<file path="src/rtl/collision_response.sv">
// Player collision response: knockback, invulnerability window, lives and game over.
// Optional macro SPRITE_BLINK_EN builds a frame counter that blinks the sprite while invulnerable.
module collision_response #(
    parameter int STEP          = 4,
    parameter int KB_FRAMES     = 4,
    parameter int INVULN_FRAMES = 60,
    parameter int LIVES_INIT    = 3,
    parameter int X_MAX         = 623,
    parameter int Y_MAX         = 459,
    parameter int X_START       = 320,
    parameter int Y_START       = 240
) (
    input  logic        clk,
    input  logic        rst_n,
    input  logic        frame_tick,
    input  logic [2:0]  enemy_collide,
    input  logic [19:0] pos_in,
    output logic [19:0] pos_out,
    output logic [1:0]  lives,
    output logic        hit,
    output logic        knockback,
    output logic        invuln,
    output logic        game_over,
    output logic        visible
);

    typedef enum logic [1:0] {IDLE, KNOCK, INVULN, DEAD} state_t;

    localparam int KB_W  = $clog2(KB_FRAMES) + 1;
    localparam int INV_W = $clog2(INVULN_FRAMES) + 1;
    localparam logic [KB_W-1:0]  KB_LOAD   = KB_W'(KB_FRAMES - 1);
    localparam logic [INV_W-1:0] INV_LOAD  = INV_W'(INVULN_FRAMES - 1);
    localparam logic [10:0]      STEP_W    = 11'(STEP);
    localparam logic [10:0]      X_MAX_W   = 11'(X_MAX);
    localparam logic [10:0]      Y_MAX_W   = 11'(Y_MAX);
    localparam logic [19:0]      POS_RESET = {10'(X_START), 10'(Y_START)};

    // Push direction: 0 = +y, 1 = -y, 2 = +x, 3 = -x (code minus one)
    state_t             state_r, state_s;
    logic [19:0]        pos_r, pos_s;
    logic [1:0]         lives_r, lives_s;
    logic               hit_r, hit_s;
    logic [KB_W-1:0]    kb_cnt_r, kb_cnt_s;
    logic [INV_W-1:0]   inv_cnt_r, inv_cnt_s;
    logic [1:0]         dir_r, dir_s;
    logic               knock_r, invuln_r, over_r;
    logic               valid_s;

    // One axis step in 11 bits, saturating to [0, max_v] so nothing wraps.
    function automatic logic [9:0] step_axis(input logic [9:0] v, input logic neg,
                                             input logic [10:0] max_v);
        logic [10:0] w;
        if (neg) begin
            w = ({1'b0, v} >= STEP_W) ? ({1'b0, v} - STEP_W) : 11'd0;
        end else begin
            w = {1'b0, v} + STEP_W;
        end
        if (w > max_v) begin
            w = max_v;
        end else begin
            w = w;
        end
        return w[9:0];
    endfunction

    function automatic logic [19:0] push(input logic [19:0] p, input logic [1:0] dir);
        logic [19:0] r;
        r = p;
        case (dir)
            2'd0:    r[9:0]   = step_axis(p[9:0],   1'b0, Y_MAX_W);
            2'd1:    r[9:0]   = step_axis(p[9:0],   1'b1, Y_MAX_W);
            2'd2:    r[19:10] = step_axis(p[19:10], 1'b0, X_MAX_W);
            2'd3:    r[19:10] = step_axis(p[19:10], 1'b1, X_MAX_W);
            default: r = p;
        endcase
        return r;
    endfunction

    assign valid_s = (enemy_collide >= 3'd1) && (enemy_collide <= 3'd4);

    // Next-state and next-output logic; everything holds unless frame_tick is high.
    always_comb begin
        state_s   = state_r;
        pos_s     = pos_r;
        lives_s   = lives_r;
        hit_s     = 1'b0;
        kb_cnt_s  = kb_cnt_r;
        inv_cnt_s = inv_cnt_r;
        dir_s     = dir_r;
        if (frame_tick) begin
            case (state_r)
                IDLE: begin
                    pos_s = pos_in;
                    if (valid_s) begin
                        dir_s    = 2'(enemy_collide - 3'd1);
                        lives_s  = lives_r - 2'd1;
                        hit_s    = 1'b1;
                        kb_cnt_s = KB_LOAD;
                        state_s  = KNOCK;
                    end else begin
                        state_s = IDLE;
                    end
                end
                KNOCK: begin
                    pos_s = push(pos_r, dir_r);
                    if (kb_cnt_r == {KB_W{1'b0}}) begin
                        if (lives_r == 2'd0) begin
                            state_s = DEAD;
                        end else begin
                            state_s   = INVULN;
                            inv_cnt_s = INV_LOAD;
                        end
                    end else begin
                        kb_cnt_s = kb_cnt_r - {{(KB_W-1){1'b0}}, 1'b1};
                    end
                end
                INVULN: begin
                    pos_s = pos_in;
                    if (inv_cnt_r == {INV_W{1'b0}}) begin
                        state_s = IDLE;
                    end else begin
                        inv_cnt_s = inv_cnt_r - {{(INV_W-1){1'b0}}, 1'b1};
                    end
                end
                DEAD: begin
                    state_s = DEAD;
                end
                default: begin
                    state_s = IDLE;
                end
            endcase
        end else begin
            state_s = state_r;
        end
    end

    // State and output registers; status flags are decoded from the next state.
    always_ff @(posedge clk) begin
        if (!rst_n) begin
            state_r   <= IDLE;
            pos_r     <= POS_RESET;
            lives_r   <= 2'(LIVES_INIT);
            hit_r     <= 1'b0;
            kb_cnt_r  <= {KB_W{1'b0}};
            inv_cnt_r <= {INV_W{1'b0}};
            dir_r     <= 2'd0;
            knock_r   <= 1'b0;
            invuln_r  <= 1'b0;
            over_r    <= 1'b0;
        end else begin
            state_r   <= state_s;
            pos_r     <= pos_s;
            lives_r   <= lives_s;
            hit_r     <= hit_s;
            kb_cnt_r  <= kb_cnt_s;
            inv_cnt_r <= inv_cnt_s;
            dir_r     <= dir_s;
            knock_r   <= (state_s == KNOCK);
            invuln_r  <= (state_s == KNOCK) || (state_s == INVULN);
            over_r    <= (state_s == DEAD);
        end
    end

`ifdef SPRITE_BLINK_EN
    logic [2:0] blink_r, blink_s;
    logic       visible_r;

    // Blink counter restarts on the hit that enters KNOCK, otherwise counts frames.
    always_comb begin
        blink_s = blink_r;
        if (frame_tick) begin
            if ((state_r == IDLE) && valid_s) begin
                blink_s = 3'd0;
            end else begin
                blink_s = blink_r + 3'd1;
            end
        end else begin
            blink_s = blink_r;
        end
    end

    // Visible register: 4 frames on / 4 off while invulnerable.
    always_ff @(posedge clk) begin
        if (!rst_n) begin
            blink_r   <= 3'd0;
            visible_r <= 1'b1;
        end else begin
            blink_r   <= blink_s;
            visible_r <= ((state_s == KNOCK) || (state_s == INVULN)) ? ~blink_s[2] : 1'b1;
        end
    end

    assign visible = visible_r;
`else
    assign visible = 1'b1;
`endif

    assign pos_out   = pos_r;
    assign lives     = lives_r;
    assign hit       = hit_r;
    assign knockback = knock_r;
    assign invuln    = invuln_r;
    assign game_over = over_r;

endmodule

</file>
<file path="config.mk">
export PLATFORM = sky130hd
export DESIGN_NAME = collision_response
export DESIGN_NICKNAME = d
export VERILOG_FILES = /design/src/rtl/collision_response.sv
export SDC_FILE = /design/constraint.sdc
export NUM_CORES = 1
export LEC_CHECK = 0
export BUFFER_PORTS_ARGS = -buffer_cell sky130_fd_sc_hd__buf_4
export CAP_MARGIN = 20
export CORE_ASPECT_RATIO = 0.7
export CORE_MARGIN = 2
export CORE_UTILIZATION = 47
export DETAILED_ROUTE_END_ITERATION = 10
export PLACE_DENSITY_LB_ADDON = 0.25
export SLEW_MARGIN = 10
export SYNTH_ARGS = -nofsm -noshare
export SYNTH_HDL_FRONTEND = slang
export SYNTH_SLANG_ARGS = --single-unit
</file>
<file path="constraint.sdc">
create_clock -name clk -period 6.7 [get_ports clk]
set_input_delay 0.67 -clock clk [delete_from_list [all_inputs] [get_ports clk]]
set_output_delay 0.67 -clock clk [all_outputs]
set_load 0.03 [all_outputs]
</file>
==> summary.md <==
| Metric | Value |
|---|---|
| Status | complete, no violations |
| CP Buf/Inv Count | 2 |
| Starting Density | 48.0% |
| Final worst-path cycle share | 45.4% |
| Main flop type after synthesis | dfxtp_1 |
| Final min period | 3.04 ns |
| FFs w/ async S/R, synth | 0% |
| RSZ-0062 raised after global routing | no |
| Cts hold-fix bufs | 0 |
| Clock sink total | 40 |
| Sequential-to-total area share from yosys stat | 23.1% |
| Total routed wirelength | 10,200 µm |
| Core ar. | 7220 µm² |
| Number of I/O port buffers | 51 |
| Top-count cell post-synth | nand2_1 |
| Die W | 107 µm |
| Post-synthesis register bit count | 40 |
| LEAKAGE | 1.57 nW |
| CP cell instances | inv_1 -> ha_1 -> inv_1 -> o311ai_0 -> a21oi_1 -> nor3_1 -> a21oi_1 -> or3_1 |
| DR pass1 iterations | 7 |
| ANT nets after route | 0 |
| Synth cell count leaders | 52 x nand2_1, 42 x nor2_1, 40 x dfxtp_1 |
| Vias in the first global route | 3,270 |
| Worst vdd ir | 111 µV |
| Nets | 550 |
| Ports | 53 |
| Worst path max stage delay | 0.67 ns |
| Worst-path clk slew | 0.09 ns |
| Layout Skew | 0.00923 ns |
| Sequential Area | 801 µm² |
| Area grow syn2layout | 12.8% |
| Cts bufs inserted | 5 |
| Sw Pwr | 0.332 mW |
| Post-CTS setup buffers | 0 |
| Crit path max-delay cell type | nor3_1 |
| Area of the multi-input gates | 2410 µm² |
| Post-Syn Nets | 527 |
| Fill cell count | 727 |
| Yosys top cell by area | dfxtp_1 |
| WP data required | 6.89 ns |
| Vias per std cell | 6.26 |
| First-pass GRT wire length | 16,400 µm |
| YS warnings | 0 |
| WL/cell | 16.9 µm |
| Total power draw | 0.792 mW |
| Final slew viol count | 0 |
| Fmax | 328 MHz |
| Final Util | 54.1% |
| Gr usage total | 25.5% |
| Initial antenna violation count | 0 |
| Setup TNS | 0 ns |
| DR vias | 3,786 |
| Power Density | 203 nW/µm² |
| Synthesized area | 3460 µm² |
| Synth unique cells | 74 |
| HP Class | flip-flop to flip-flop |
| Antenna diodes | 0 |
| Post-CTS resize count | 0 |
| CTS root buf | clkbuf_8 |
| HPWL Detailed | 7400 µm |
| Residual DRC | 0 |
| Die height | 75.8 µm |
| Crit start category | flip-flop |
| Net Sw Frac | 41.9% |
| Data arrival, critical path | 3.24 ns |
| Comb power frac | 39.5% |
| EDFF count, synth | 0 |
| Slew margin rel. | 45.8% |
| CP Max Fanout | 14 |
| Initial DRC Count | 413 |
| Share of layout cells above drive strength 1 | 14.0% |
| CTS tree | done |
| Placer Congestion | 0.961 |
| Final hold vios | 0 |
| Row count | 26 |
| Max Cap Violations | 0 |
| Clock latency on the worst-skew pair | 0.30 ns |
| Final setup viols | 0 |
| Seq pwr share | 40.4% |
| Global route total overflow | 0 |
| Htree depth | 2 |
| Largest net degree at the start of global routing | 35 |
| Internal cell power | 0.460 mW |
| Hold WS | 0.504 ns |
| Worst-margin pin slew | 0.806 ns |
| Area fraction of the dominant cell type after synthesis | 23.1% |
| Family with the most delay on the worst path | simple AND/OR/NAND/NOR gates |
| Die Area | 8080 µm² |
| CP Capture Type | flip-flop |
| Synth top area cells | dfxtp_1 23%, ha_1 6.1%, nand2_1 5.6%, a21oi_1 4.9%, nor2_1 4.6% |
| Max Root-Sink Buffers | 2 |
| Clock network fraction of total power | 20.1% |
| Post-Syn Area per Cell | 7.16 µm² |
| Post-Syn Instances | 484 |
| Critical setup path kind | flip-flop to flip-flop |
## path summary, 6_finish.rpt
kind | from | endpoint | slack, ns | depth (start not counted)
max | pos_out[2] | pos_out[0] | 3.66 | 8
min | inv_cnt_r[0] | inv_cnt_r[0] | 0.50 | 1
max reg2reg | pos_out[2] | pos_out[0] | 3.66 | 8
min reg2reg | inv_cnt_r[0] | inv_cnt_r[0] | 0.50 | 1
## metal layers
metal	GRT usage [%]	vias up	share of wire, %
met1	37.6	1726	47
met2	38.8	225	41
met3	4.53	17	11
met4	6.35	0	1.4
li1	-	1818	-
met5	0	-	0
## cells by family after synthesis
| group | after synthesis | share of synthesized area [%] |
|---|---|---|
| other cells | 1 | 0.108 |
| buf+inv | 62 | 7.15 |
| compound gates | 146 | 28.7 |
| mux | 2 | 0.578 |
| flops | 40 | 23.1 |
| xor+xnor | 18 | 4.55 |
| simple gates | 198 | 29.6 |
| fa+ha+maj | 17 | 6.14 |
## cells in the final DEF (no fill, tap or decap), types with 4 or more instances in the layout
cell type,instances
o21ai_0,23
o22ai_1,7
clkbuf_8,5
nor2b_1,6
a211oi_1,11
dfxtp_1,40
nand2_1,52
xor2_1,7
and2_1,6
nor2_1,42
and3_1,10
o211ai_1,5
xnor2_1,11
a31oi_1,9
or3_1,6
a21o_1,6
nor4_1,4
ha_1,17
buf_4,52
o31ai_1,6
nand4_1,7
nor3_1,16
inv_1,25
a21oi_1,34
a311oi_1,4
nand2b_1,6
or4_1,4
nand3_1,15
## cell type report
cell class	instances	area share, %
Clock buffer	5	1.76
Clock inverter	2	0.320
Inverter	26	2.50
Multi-Input combinational cell	382	61.8
Sequential cell	40	20.5
Tap cell	98	3.14
Timing Repair Buffer	52	9.99
## power groups by stage
stage	Sequential [mW]	Clock, mW	Combinational [mW]
floorplan	0.325	0	0.215
global placement	0.323	0	0.304
detailed placement	0.323	0	0.307
CTS	0.318	0.163	0.309
global route	0.326	0.171	0.345
finish	0.320	0.159	0.313
## sequential cells by signal (all words and copies together), names as in the netlist
signal	count
pos_out	20
inv_cnt_r	7
kb_cnt_r	3
dir_r	2
lives	2
state_r	2
game_over	1
hit	1
invuln	1
knockback	1
## through the flow
stage,worst slack (ns),cells,instance area (µm²)
final,3.66,605,3910
after global routing,3.48,605,3910
after CTS,3.70,605,3910
after detailed placement,3.72,598,3830
after global placement,3.84,598,3830
after floorplan,3.84,484,3460
(Power assumes the default switching activity.)
